**config.mk**
```make
export PLATFORM = sky130hd
export DESIGN_NAME = rvsteel_gpio_irq
export DESIGN_NICKNAME = d
export VERILOG_FILES = /design/src/rtl/rvsteel_gpio_irq_pkg.sv /design/src/rtl/rvsteel_gpio_edge_detect.sv /design/src/rtl/rvsteel_gpio_irq.sv
export SDC_FILE = /design/constraint.sdc
export NUM_CORES = 1
export LEC_CHECK = 0
export CORE_UTILIZATION = 43
export DETAILED_ROUTE_END_ITERATION = 12
export PLACE_DENSITY = 0.85
export REMOVE_ABC_BUFFERS = 1
export SYNTH_ARGS = -nofsm -noshare
export SYNTH_HDL_FRONTEND = slang
export SYNTH_SLANG_ARGS = --single-unit
```
**constraint.sdc**
```tcl
create_clock -name clock -period 1.9 [get_ports clock]
set_input_delay 0.38 -clock clock [delete_from_list [all_inputs] [get_ports clock]]
set_output_delay 0.38 -clock clock [all_outputs]
set_load 0.02 [all_outputs]
```
**src/rtl/rvsteel_gpio_irq_pkg.sv**
```systemverilog
// Shared register map constants and helpers for the GPIO block with edge interrupts.
package rvsteel_gpio_irq_pkg;

    localparam int unsigned REG_IDX_W = 4;
    localparam int unsigned BUS_W     = 32;

    typedef logic [REG_IDX_W-1:0] reg_idx_t;

    localparam reg_idx_t REG_IN      = 4'd0;
    localparam reg_idx_t REG_OE      = 4'd1;
    localparam reg_idx_t REG_OUT     = 4'd2;
    localparam reg_idx_t REG_CLR     = 4'd3;
    localparam reg_idx_t REG_SET     = 4'd4;
    localparam reg_idx_t REG_TOG     = 4'd5;
    localparam reg_idx_t REG_RISE_EN = 4'd6;
    localparam reg_idx_t REG_FALL_EN = 4'd7;
    localparam reg_idx_t REG_PEND    = 4'd8;

    // Writes land only for full-word, word-aligned accesses.
    function automatic logic write_accepted(input logic       request,
                                            input logic [1:0] address_lo,
                                            input logic [3:0] strobe);
        return request && (address_lo == 2'b00) && (strobe == 4'b1111);
    endfunction

endpackage

```
**src/rtl/rvsteel_gpio_edge_detect.sv**
```systemverilog
// Input synchroniser, one-cycle history and per-pin rise/fall event detection.
// RVSTEEL_GPIO_SYNC_EN selects a two-flop synchroniser instead of a single input register.
module rvsteel_gpio_edge_detect
    import rvsteel_gpio_irq_pkg::*;
#(
    parameter int unsigned GPIO_WIDTH = 8
) (
    input  logic                  clock,
    input  logic                  reset,
    input  logic [GPIO_WIDTH-1:0] gpio_input,
    input  logic [GPIO_WIDTH-1:0] rise_en,
    input  logic [GPIO_WIDTH-1:0] fall_en,
    output logic [GPIO_WIDTH-1:0] sync_value,
    output logic [GPIO_WIDTH-1:0] pin_event_c
);

    logic [GPIO_WIDTH-1:0] prev;

`ifdef RVSTEEL_GPIO_SYNC_EN
    logic [GPIO_WIDTH-1:0] meta;

    always_ff @(posedge clock or posedge reset) begin
        if (reset) begin
            meta       <= '0;
            sync_value <= '0;
        end else begin
            meta       <= gpio_input;
            sync_value <= meta;
        end
    end
`else
    always_ff @(posedge clock or posedge reset) begin
        if (reset) begin
            sync_value <= '0;
        end else begin
            sync_value <= gpio_input;
        end
    end
`endif

    always_ff @(posedge clock or posedge reset) begin
        if (reset) begin
            prev <= '0;
        end else begin
            prev <= sync_value;
        end
    end

    assign pin_event_c = (sync_value & ~prev & rise_en) | (~sync_value & prev & fall_en);

endmodule

```
**src/rtl/rvsteel_gpio_irq.sv**
```systemverilog
// Memory-mapped GPIO with output set/clear/toggle and edge-triggered level interrupt.
// Input path latency is set by RVSTEEL_GPIO_SYNC_EN (see rvsteel_gpio_edge_detect).
module rvsteel_gpio_irq
    import rvsteel_gpio_irq_pkg::*;
#(
    parameter int unsigned GPIO_WIDTH = 8
) (
    input  logic                  clock,
    input  logic                  reset,
    input  logic [5:0]            rw_address,
    output logic [31:0]           read_data,
    input  logic                  read_request,
    output logic                  read_response,
    input  logic [31:0]           write_data,
    input  logic [3:0]            write_strobe,
    input  logic                  write_request,
    output logic                  write_response,
    input  logic [GPIO_WIDTH-1:0] gpio_input,
    output logic [GPIO_WIDTH-1:0] gpio_oe,
    output logic [GPIO_WIDTH-1:0] gpio_output,
    output logic                  irq
);

    logic [GPIO_WIDTH-1:0] oe_q, out_q, rise_en_q, fall_en_q, pend_q;
    logic [GPIO_WIDTH-1:0] oe_d, out_d, rise_en_d, fall_en_d, pend_d, pend_clr;
    logic [GPIO_WIDTH-1:0] sync_value, pin_event_c;
    logic [GPIO_WIDTH-1:0] wdata;
    logic [BUS_W-1:0]      rd_value;
    reg_idx_t              index;
    logic                  aligned;
    logic                  wr_en;
    logic                  unused_write_bits;

    assign index             = rw_address[5:2];
    assign aligned           = (rw_address[1:0] == 2'b00);
    assign wr_en             = write_accepted(write_request, rw_address[1:0], write_strobe);
    assign wdata             = write_data[GPIO_WIDTH-1:0];
    assign unused_write_bits = ^write_data;

    rvsteel_gpio_edge_detect #(
        .GPIO_WIDTH (GPIO_WIDTH)
    ) u_edge_detect (
        .clock       (clock),
        .reset       (reset),
        .gpio_input  (gpio_input),
        .rise_en     (rise_en_q),
        .fall_en     (fall_en_q),
        .sync_value  (sync_value),
        .pin_event_c (pin_event_c)
    );

    // Register write decode; a new event overrides a same-cycle PEND clear.
    always_comb begin
        oe_d      = oe_q;
        out_d     = out_q;
        rise_en_d = rise_en_q;
        fall_en_d = fall_en_q;
        pend_clr  = '0;
        if (wr_en) begin
            case (index)
                REG_OE:      oe_d      = wdata;
                REG_OUT:     out_d     = wdata;
                REG_CLR:     out_d     = out_q & ~wdata;
                REG_SET:     out_d     = out_q | wdata;
                REG_TOG:     out_d     = out_q ^ wdata;
                REG_RISE_EN: rise_en_d = wdata;
                REG_FALL_EN: fall_en_d = wdata;
                REG_PEND:    pend_clr  = wdata;
                default:     ;
            endcase
        end
        pend_d = (pend_q & ~pend_clr) | pin_event_c;
    end

    always_comb begin
        rd_value = '0;
        case (index)
            REG_IN:      rd_value = BUS_W'(sync_value);
            REG_OE:      rd_value = BUS_W'(oe_q);
            REG_OUT:     rd_value = BUS_W'(out_q);
            REG_RISE_EN: rd_value = BUS_W'(rise_en_q);
            REG_FALL_EN: rd_value = BUS_W'(fall_en_q);
            REG_PEND:    rd_value = BUS_W'(pend_q);
            default:     rd_value = '0;
        endcase
    end

    always_ff @(posedge clock or posedge reset) begin
        if (reset) begin
            oe_q           <= '0;
            out_q          <= '0;
            rise_en_q      <= '0;
            fall_en_q      <= '0;
            pend_q         <= '0;
            read_data      <= '0;
            read_response  <= 1'b0;
            write_response <= 1'b0;
        end else begin
            oe_q           <= oe_d;
            out_q          <= out_d;
            rise_en_q      <= rise_en_d;
            fall_en_q      <= fall_en_d;
            pend_q         <= pend_d;
            read_response  <= read_request;
            write_response <= write_request;
            if (read_request && aligned) begin
                read_data <= rd_value;
            end
        end
    end

    assign gpio_oe     = oe_q;
    assign gpio_output = out_q;
    assign irq         = |pend_q;

endmodule

```
=== Word-level counts from Yosys, hierarchy flattened ===
Index checks and enable logic that the tools add are counted.

* Flip-flop bits (word level): 90
* Input port bits: 54
* Logic and storage cells: 48

* Equality and inequality tests: 9
* Mux-type cells: 4
* Bitwise gates (word level): 14
* Reductions and logical operators: 11

{| class="wikitable"
|+ Operator list
! kind !! number
|-
| 8-bit bitwise AND || 6
|-
| 8-bit one-hot mux with 6 select lines || 1
|-
| 8-bit inverter || 4
|-
| 8-bit one-hot mux with 4 select lines || 1
|-
| 8-bit bitwise OR || 3
|-
| 4-bit by 3-bit == test with 1-bit output (second input constant) || 4
|-
| 8-bit 2-to-1 mux || 2
|-
| 4-bit by 2-bit == test with 1-bit output (second input constant) || 2
|-
| 4-bit == test (second input constant) || 2
|-
| 2-bit AND reduction || 4
|-
| 8-bit OR reduction || 1
|-
| 8-bit XOR || 1
|-
| 4-bit by 1-bit == test with 1-bit output (second input constant) || 1
|-
| 4-bit logical NOT || 1
|-
| 4-bit nonzero test || 1
|-
| 1-bit logical AND || 3
|-
| 2-bit logical NOT || 1
|}

=== Longest topological paths before layout ===
* Depth after elaboration: 7
* Mapped depth: 6

=== Hierarchy ===
Synthesis repeated with hierarchy kept, for this count alone.

* Cells, all modules: 331
* Area, all modules: 3582.2 sq um

{| class="wikitable"
|+ Modules (own cells, without submodules)
! module !! instances !! cells an instance !! area an instance (sq um) !! sequential area each (sq um)
|-
| rvsteel_gpio_irq || 1 || 290 || 3017.9 || 1251.2
|-
| rvsteel_gpio_edge_detect || 1 || 41 || 564.3 || 400.4
|}

=== Least setup slack after synthesis ===
OpenSTA, ideal clock, no wires.

* Kind: input -> register
* From: input rw_address[1]
* To: register fall_en_q[0]
* Library setup time: 0.125 ns
* Arrival time: 1.507 ns
* Data required time: 1.775 ns
* Setup slack: 0.268 ns
* Cell stages on the path: 5
* Cell sequence: nor3b_1 and2_1 and2_1 buf_2 mux2_2

* Longest elaborated chain between the ends: 4

{| class="wikitable"
|+ RTL lines
! element !! RTL line !! RTL
|-
| start, declared || rvsteel_gpio_irq.sv:10 || <nowiki>input logic [5:0] rw_address,</nowiki>
|-
| 2-bit logical NOT || rvsteel_gpio_irq_pkg.sv:23 || <nowiki>return request && (address_lo == 2'b00) && (strobe == 4'b1111);</nowiki>
|-
| 1-bit logical AND (2 in a row) || rvsteel_gpio_irq_pkg.sv:23 ||
|-
| 2-bit AND reduction (no source line) || - ||
|-
| end signal, assigned || rvsteel_gpio_irq.sv:102 || <nowiki>fall_en_q <= fall_en_d;</nowiki>
|-
| end, declared || rvsteel_gpio_irq.sv:24 || <nowiki>logic [GPIO_WIDTH-1:0] oe_q, out_q, rise_en_q, fall_en_q, pend_q;</nowiki>
|}

No other way between the ends.
A chain may end at the register's enable or synchronous reset.

=== Final worst setup path ===
* From: register out_q[5] (netlist: gpio_output[5])
* To: output gpio_output[5]

{| class="wikitable"
|+ RTL lines
! element !! RTL line !! RTL
|-
| start, declared || rvsteel_gpio_irq.sv:24 ||
|-
| start signal, assigned || rvsteel_gpio_irq.sv:100 || <nowiki>out_q <= out_d;</nowiki>
|-
| end, declared || rvsteel_gpio_irq.sv:20 || <nowiki>output logic [GPIO_WIDTH-1:0] gpio_output,</nowiki>
|}

No word-level cell between the ends.

==> results_tabular.tex <==
\begin{tabular}{lr}
\hline
Metric & Value \\
\hline
\multicolumn{2}{l}{\textbf{Outcome}} \\
Run status & finished clean \\
\multicolumn{2}{l}{\textbf{Worst setup path}} \\
Kind of critical path & register to primary output \\
Arrival time of data at the critical path endpoint & about 1400 ps \\
CP max FO & 5 \\
Library cell contributing the largest single delay on the critical path & clkdlybuf4s50\_1 \\
Max incr delay on CP & about 640 ps \\
Endpoint class of the critical path & primary output \\
Count of buffering cells on the critical path with inverters included & 1 \\
Worst setup SP type & register \\
Endpoint required time on the critical path & roughly 1500 ps \\
Family with the most delay on the worst path & buffers and inverters \\
Cell Chain, Critical Path & clkdlybuf4s50\_1 \\
\multicolumn{2}{l}{\textbf{Cells and area}} \\
Final cell count without fillers & 541 \\
Synth-to-Final Area Change & 32.8\% \\
Final antenna diode count & 0 \\
NumNets Final & 506 \\
Most common cell after layout, fill and taps aside & dfrtp\_1 \\
Share of post-route cells with drive strength above 1 & 26.0\% \\
Number of fill cells in the layout & 618 \\
Most used cells in the layout excluding fill and tap cells & dfrtp\_1 (66), clkdlybuf4s50\_1 (55), buf\_4 (48) \\
\multicolumn{2}{l}{\textbf{Drt}} \\
DRC violation total after the first TritonRoute iteration & around 210 \\
Number of nets still failing antenna checks after routing & 0 \\
Total via count in the routed design & 2936 \\
Average wire length per cell after detail routing & $\sim$17 µm \\
Total routed wirelength & just under 9000 µm \\
DRC errors left & 0 \\
Number of iterations in the first detailed-routing pass & 4 \\
Post-DR vias/cell & about 5.4 \\
\multicolumn{2}{l}{\textbf{Clocking}} \\
CTS H-Tree Depth & 3 \\
Maximum number of buffers from clock root to sink & 2 \\
Root buf cell & clkbuf\_8 \\
TritonCTS clock tree & built \\
Total of hold buffers inserted after clock tree synthesis & 0 \\
Clock sink count & 66 \\
Post-CTS setup buffers & 0 \\
TritonCTS Buffers & 9 \\
CTS clock-pin slew for the worst setup and hold paths & around 70 ps \\
Clock latency on the worst-skew pair & about 350 ps \\
\multicolumn{2}{l}{\textbf{Global route}} \\
Pin count of the biggest net entering global routing & 67 \\
Global-route wire length before repair & $\sim$15000 µm \\
Global-route usage over all layers & around 23\% \\
Number of global-route vias before repair & 3050 \\
Grt total ovfl & 0 \\
Initial antenna violation count & 0 \\
\multicolumn{2}{l}{\textbf{Timing}} \\
Unrepaired setup endpoints after global routing & false \\
Top achievable clock speed & 553 MHz \\
Final count of negative-setup-slack endpoints & 0 \\
Relative slew margins & 49.3\% \\
Worst Tran Pin Value & between 700 and 800 ps \\
Final number of hold-violating endpoints & 0 \\
Min Tclk post-route & between 1500 and 2000 ps \\
Final number of max-transition violations & 0 \\
Worst-case clock skew & around 4.4 ps \\
Final Cycle Share & a little over nine tenths \\
\multicolumn{2}{l}{\textbf{Pwr}} \\
Max IR drop VDD & $\sim$0.37 mV \\
Leakage component of the power & around 2.2 nW \\
Power consumption & around 0.0033 W \\
Total power density per cell area & $\sim$710 nW/µm² \\
\multicolumn{2}{l}{\textbf{Floorplanning}} \\
Effective utilization at floorplan & roughly 45\% \\
Overall die area & between 8000 and 9000 µm² \\
Number of top-level design ports & $\sim$110 \\
Standard-cell row count & 32 \\
Die X-Extent & just over 90 µm \\
Height of the chip & 92.5 µm \\
Core footprint & approximately 8000 µm² \\
\multicolumn{2}{l}{\textbf{Synthesis}} \\
Largest cells by area after synthesis & dfrtp\_1 (47\%), mux2\_2 (9.9\%), ha\_1 (5.7\%), buf\_4 (5.5\%), nand2\_1 (2.9\%) \\
Number of distinct standard cells referenced by the synthesized netlist & 44 \\
Summed instance area of the synthesized netlist & about 3500 µm² \\
Synth Flop Type & dfrtp\_1 \\
Yosys top cell by area & dfrtp\_1 \\
Area share of the leading cell type in the synthesized netlist & 46.9\% \\
Part of the Yosys area used for sequential elements & 46.9\% \\
Synth Warn \# & 0 \\
Instance count of the mapped netlist & 331 \\
EDFF count, synth & 0 \\
Post-synthesis average cell area & about 11 µm² \\
Share of synthesized flip-flops with an asynchronous set or reset & 100\% \\
Seq cells post-synth & 66 \\
\multicolumn{2}{l}{\textbf{Placed design}} \\
PortBufs & 56 \\
Hpwl dp & 6400 µm \\
GP Congestion & 0.865 \\
Count of placed standard cells including taps & between 500 and 600 \\
\multicolumn{2}{l}{\textbf{Flow run}} \\
MaxCap Viol Count & 0 \\
\multicolumn{2}{l}{\textbf{Hold path}} \\
Worst hold path class & input pin to async pin \\
\hline
\end{tabular}
-- metal layers --
layer,track usage [%],wire [µm]
met2,36.4,4410
met4,11.3,195
met5,0,0
met3,5.34,580
met1,28.8,3760
-- worst min-delay path: cells and delay by family --
kind	cells	cell delay, ps
buffers and inverters	3	780
-- stage by stage --
| step | utilization (%) | area (µm²) | hold slack (ps) | setup TNS [ps] | setup WS, ps |
|---|---|---|---|---|---|
| after floorplan | - | 3370 | 383 | -8900 | -135 |
| after global placement | 57.6 | 4500 | 404 | -7040 | -258 |
| after detailed placement | 57.6 | 4500 | 415 | -7200 | -244 |
| after global routing | 60.0 | 4680 | 442 | 0 | 21.0 |
| final | 60.0 | 4680 | 410 | 0 | 93.1 |
| after CTS | 60.0 | 4680 | 416 | 0 | 14.1 |
-- power breakdown --
part	switching [W]	internal [W]	leakage [nW]
clock	0.000519	0.000563	0.0903
sequential	0.0000835	0.00150	0.856
combinational	0.000340	0.000310	1.25
total	0.000942	0.00237	2.20
-- final cells by class --
type | count | area [µm²] | area share [%]
Sequential cell | 66 | 1650 | 35.3
Clock buffer | 12 | 165 | 3.53
Multi-Input combinational cell | 233 | 1660 | 35.5
Inverter | 18 | 67.6 | 1.44
Timing Repair Buffer | 108 | 996 | 21.3
Clock inverter | 2 | 12.5 | 0.267
Tap cell | 102 | 128 | 2.73
-- path summary, 6_finish.rpt --
path	cells past startpoint	slack, ps	to	from
worst max-delay path	1	90	gpio_output[5]	gpio_output[5]
worst min-delay path	3	410	u_edge_detect.sync_value[4]	reset
worst max register to register	5	540	gpio_output[0]	gpio_output[0]
worst min register to register	0	430	u_edge_detect.prev[5]	u_edge_detect.sync_value[5]
max in group asynchronous	3	1220	u_edge_detect.sync_value[0]	reset
min in group clock	0	430	u_edge_detect.prev[5]	u_edge_detect.sync_value[5]
-- flip-flops by register name, indices dropped and copies added, names as in the netlist --
name,flops
fall_en_q,8
gpio_oe,8
gpio_output,8
pend_q,8
read_data,8
rise_en_q,8
u_edge_detect.prev,8
u_edge_detect.sync_value,8
read_response,1
write_response,1
-- synthesized netlist by cell type (4+ instances only) --
cell type and number:
dfrtp_1 66, mux2_2 31, nand2_1 27, buf_4 26
nor2_1 19, inv_1 18, ha_1 16, o21ai_0 15
a21oi_1 10, nand2b_1 9, nand3b_1 9, a21o_1 8
a31oi_1 7, a222oi_1 6, buf_2 6, a221o_1 5
clkbuf_1 5, o21ai_1 5, o22ai_1 5, nor3b_1 4
-- cell families after synthesis --
| kind of cell | synth area share [%] |
|---|---|
| and+or+nand+nor | 13.8 |
| AOI/OAI and AO/OA | 14.0 |
| DFF | 46.9 |
| buffers and inverters | 8.84 |
| muxes | 10.5 |
| adders and majority gates | 5.68 |
| other | 0.106 |
| xor gates and xnor gates | 0.249 |
-- timing repair --
item / CTS / global route
endpoints found under the hold margin: 0 / 0
setup endpoints to repair: 1 / 6
resized for setup: 3 / 2
(Power assumes the default switching activity.)
==> edit: new RTL, same settings <==
`GPIO_WIDTH` is set to 8 in 2 places; all go to 9.
--- a/src/rtl/rvsteel_gpio_edge_detect.sv
+++ b/src/rtl/rvsteel_gpio_edge_detect.sv
@@ -5,3 +5,3 @@
 #(
-    parameter int unsigned GPIO_WIDTH = 8
+    parameter int unsigned GPIO_WIDTH = 9
 ) (
--- a/src/rtl/rvsteel_gpio_irq.sv
+++ b/src/rtl/rvsteel_gpio_irq.sv
@@ -5,3 +5,3 @@
 #(
-    parameter int unsigned GPIO_WIDTH = 8
+    parameter int unsigned GPIO_WIDTH = 9
 ) (
Ports: changed (resized gpio_input, gpio_oe and gpio_output); port bits go from 105 to 108. The function was not compared with the original's and may differ.
==> edit against the unedited design <==
Routed wire length rose by 11%; maximum frequency is 3.2% lower; critical path type unchanged; synthesized cell count rose by 7.9%; clock power grew 16%; area after synthesis increased by 9.7%; cell area grew 9.5%; combinational power rose by 14%; sequential cell count up 8; non-clock buffer count rose by 3; sequential power increased by 13%; worst hold slack gained 0.012 ns; first-iteration DRC count is 6.5% higher; worst setup slack worse by 0.061 ns; total power up 14%.
==> edit: results (changes against the unedited design) <==
run_status:
  status: "completed"
layout:
  fin_cells: 579  # +7.0%
  drive_above_1_share_pct: 22.72  # -3.3 points
  nNetsFinal: 539  # +6.5%
logic_synthesis:
  syn_area_per_cell_um2: 10.83  # +1.7%
  synth_cell_types: 45  # +2.3%
  netlist_top_cells_count: "74 x dfrtp_1, 36 x nand2_1, 28 x mux2_2, 28 x nor2_1, 26 x buf_4"
  ys_seq_area_share_pct: 47.88  # +1.0 points
  synthTopCellsByArea: "dfrtp_1 48%, mux2_2 8.2%, ha_1 5.8%"
power:
  swShare_pct: 27.75  # -0.67 points
  leakage_nw: 2.431  # +10%
timing:
  tightest_slew_ns: 0.5478  # -0.2107 ns
  fin_skew_ns: 0.006432  # +0.002024 ns
route:
  vias_per_cell: 5.551  # +2.3%
  drtPass1Iterations: 5  # +1
  wirelength_um: 9898  # +11%
  first_iter_violations: 228  # +6.5%
place:
  port_buffers: 61  # +8.9%
  dp_hpwl_um: 7220  # +13%
  post-place-cells: 563  # +6.8%
  place.gp.congestion: 0.8600  # -0.60%
cts:
  clk_pin_slew_ns: 0.07  # about the same
critical_path:
  arrival_ns: 1.49  # +0.06 ns
  path_max_fanout: 3  # -2
global_routing:
  grt_pass1_vias: 3236  # +6.1%
  grt_pass1_wl_um: 16290  # +11%
  grt_max_degree: 75  # +12%
## edit: worst max-delay path, cell delays in order, from the launching register on
cell and delay, ns:
dfrtp_2 0.45, nor4_4 0.31, buf_4 0.16, nand3_2 0.08, buf_6 0.14
## edit: repair_timing
| item | in CTS | in global routing |
|---|---|---|
| setup endpoints to repair | 1 | 17 |
| gates resized for setup | 6 | 7 |
| pin swaps | 0 | 2 |
| gates cloned | 0 | 0 |
## edit: kinds of logic (layout without fill, tap and decap cells)
family / after synthesis / after routing / synth area share [%]
flops: 74 / 74 / 47.88
other cells: 1 / 23 / 0.09696
fa+ha+maj: 18 / 18 / 5.823
compound gates: 73 / 73 / 13.46
mux: 37 / 37 / 10.48
simple gates: 100 / 100 / 14.33
buf+inv: 54 / 146 / 7.926
## edit: per-layer routing
layer / share of wire, % / GRT usage [%] / vias up
li1: - / - / 1450
met1: 42 / 27.53 / 1586
met2: 49 / 36.94 / 150
met3: 6.6 / 5.925 / 28
met4: 2.3 / 9.300 / 0
met5: 0 / 0 / -
## edit: worst paths after layout
kind	slack, ns	to	start	depth (start not counted)
worst max-delay path	0.03	irq	pend_q[1]$_DFF_PP0_	4
worst min-delay path	0.42	read_data[6]$_DFFE_PP0P_	reset	3
worst max register to register	0.47	gpio_output[3]$_DFFE_PP0P_	gpio_output[3]$_DFFE_PP0P_	6
worst min register to register	0.43	u_edge_detect.prev[7]$_DFF_PP0_	u_edge_detect.sync_value[7]$_DFF_PP0_	0
max in group asynchronous	1.16	pend_q[1]$_DFF_PP0_	reset	3
min in group clock	0.43	u_edge_detect.prev[7]$_DFF_PP0_	u_edge_detect.sync_value[7]$_DFF_PP0_	0
## edit: through the flow
| step | util, % | TNS, ns | instance area [um2] | setup slack [ns] |
|---|---|---|---|---|
| after floorplan | - | -26.80 | 3715 | -0.3616 |
| after global placement | 56.08 | -13.15 | 4891 | -0.3069 |
| after detailed placement | 56.08 | -15.14 | 4891 | -0.3631 |
| after CTS | 58.55 | 0 | 5106 | 0.005242 |
| after global routing | 58.79 | -0.01334 | 5127 | -0.01334 |
| final | 58.79 | 0 | 5127 | 0.03242 |
## edit: area by class of cell
type / count / area, um2
inverter: 19 / 71.32
tap: 108 / 135.1
timing repair buffer: 111 / 1044
multi-input combinational: 251 / 1819
clock buffer: 12 / 155.1
sequential: 74 / 1853
clock inverter: 4 / 50.05
fill: 696 / 3593
## edit: power groups by stage
stage	Sequential, mW	Clock (mW)	Combinational (mW)
floorplan	1.83	0	0.274
global placement	1.79	0	0.699
detailed placement	1.80	0	0.717
CTS	1.77	1.27	0.720
global route	1.79	1.34	0.802
finish	1.78	1.25	0.743
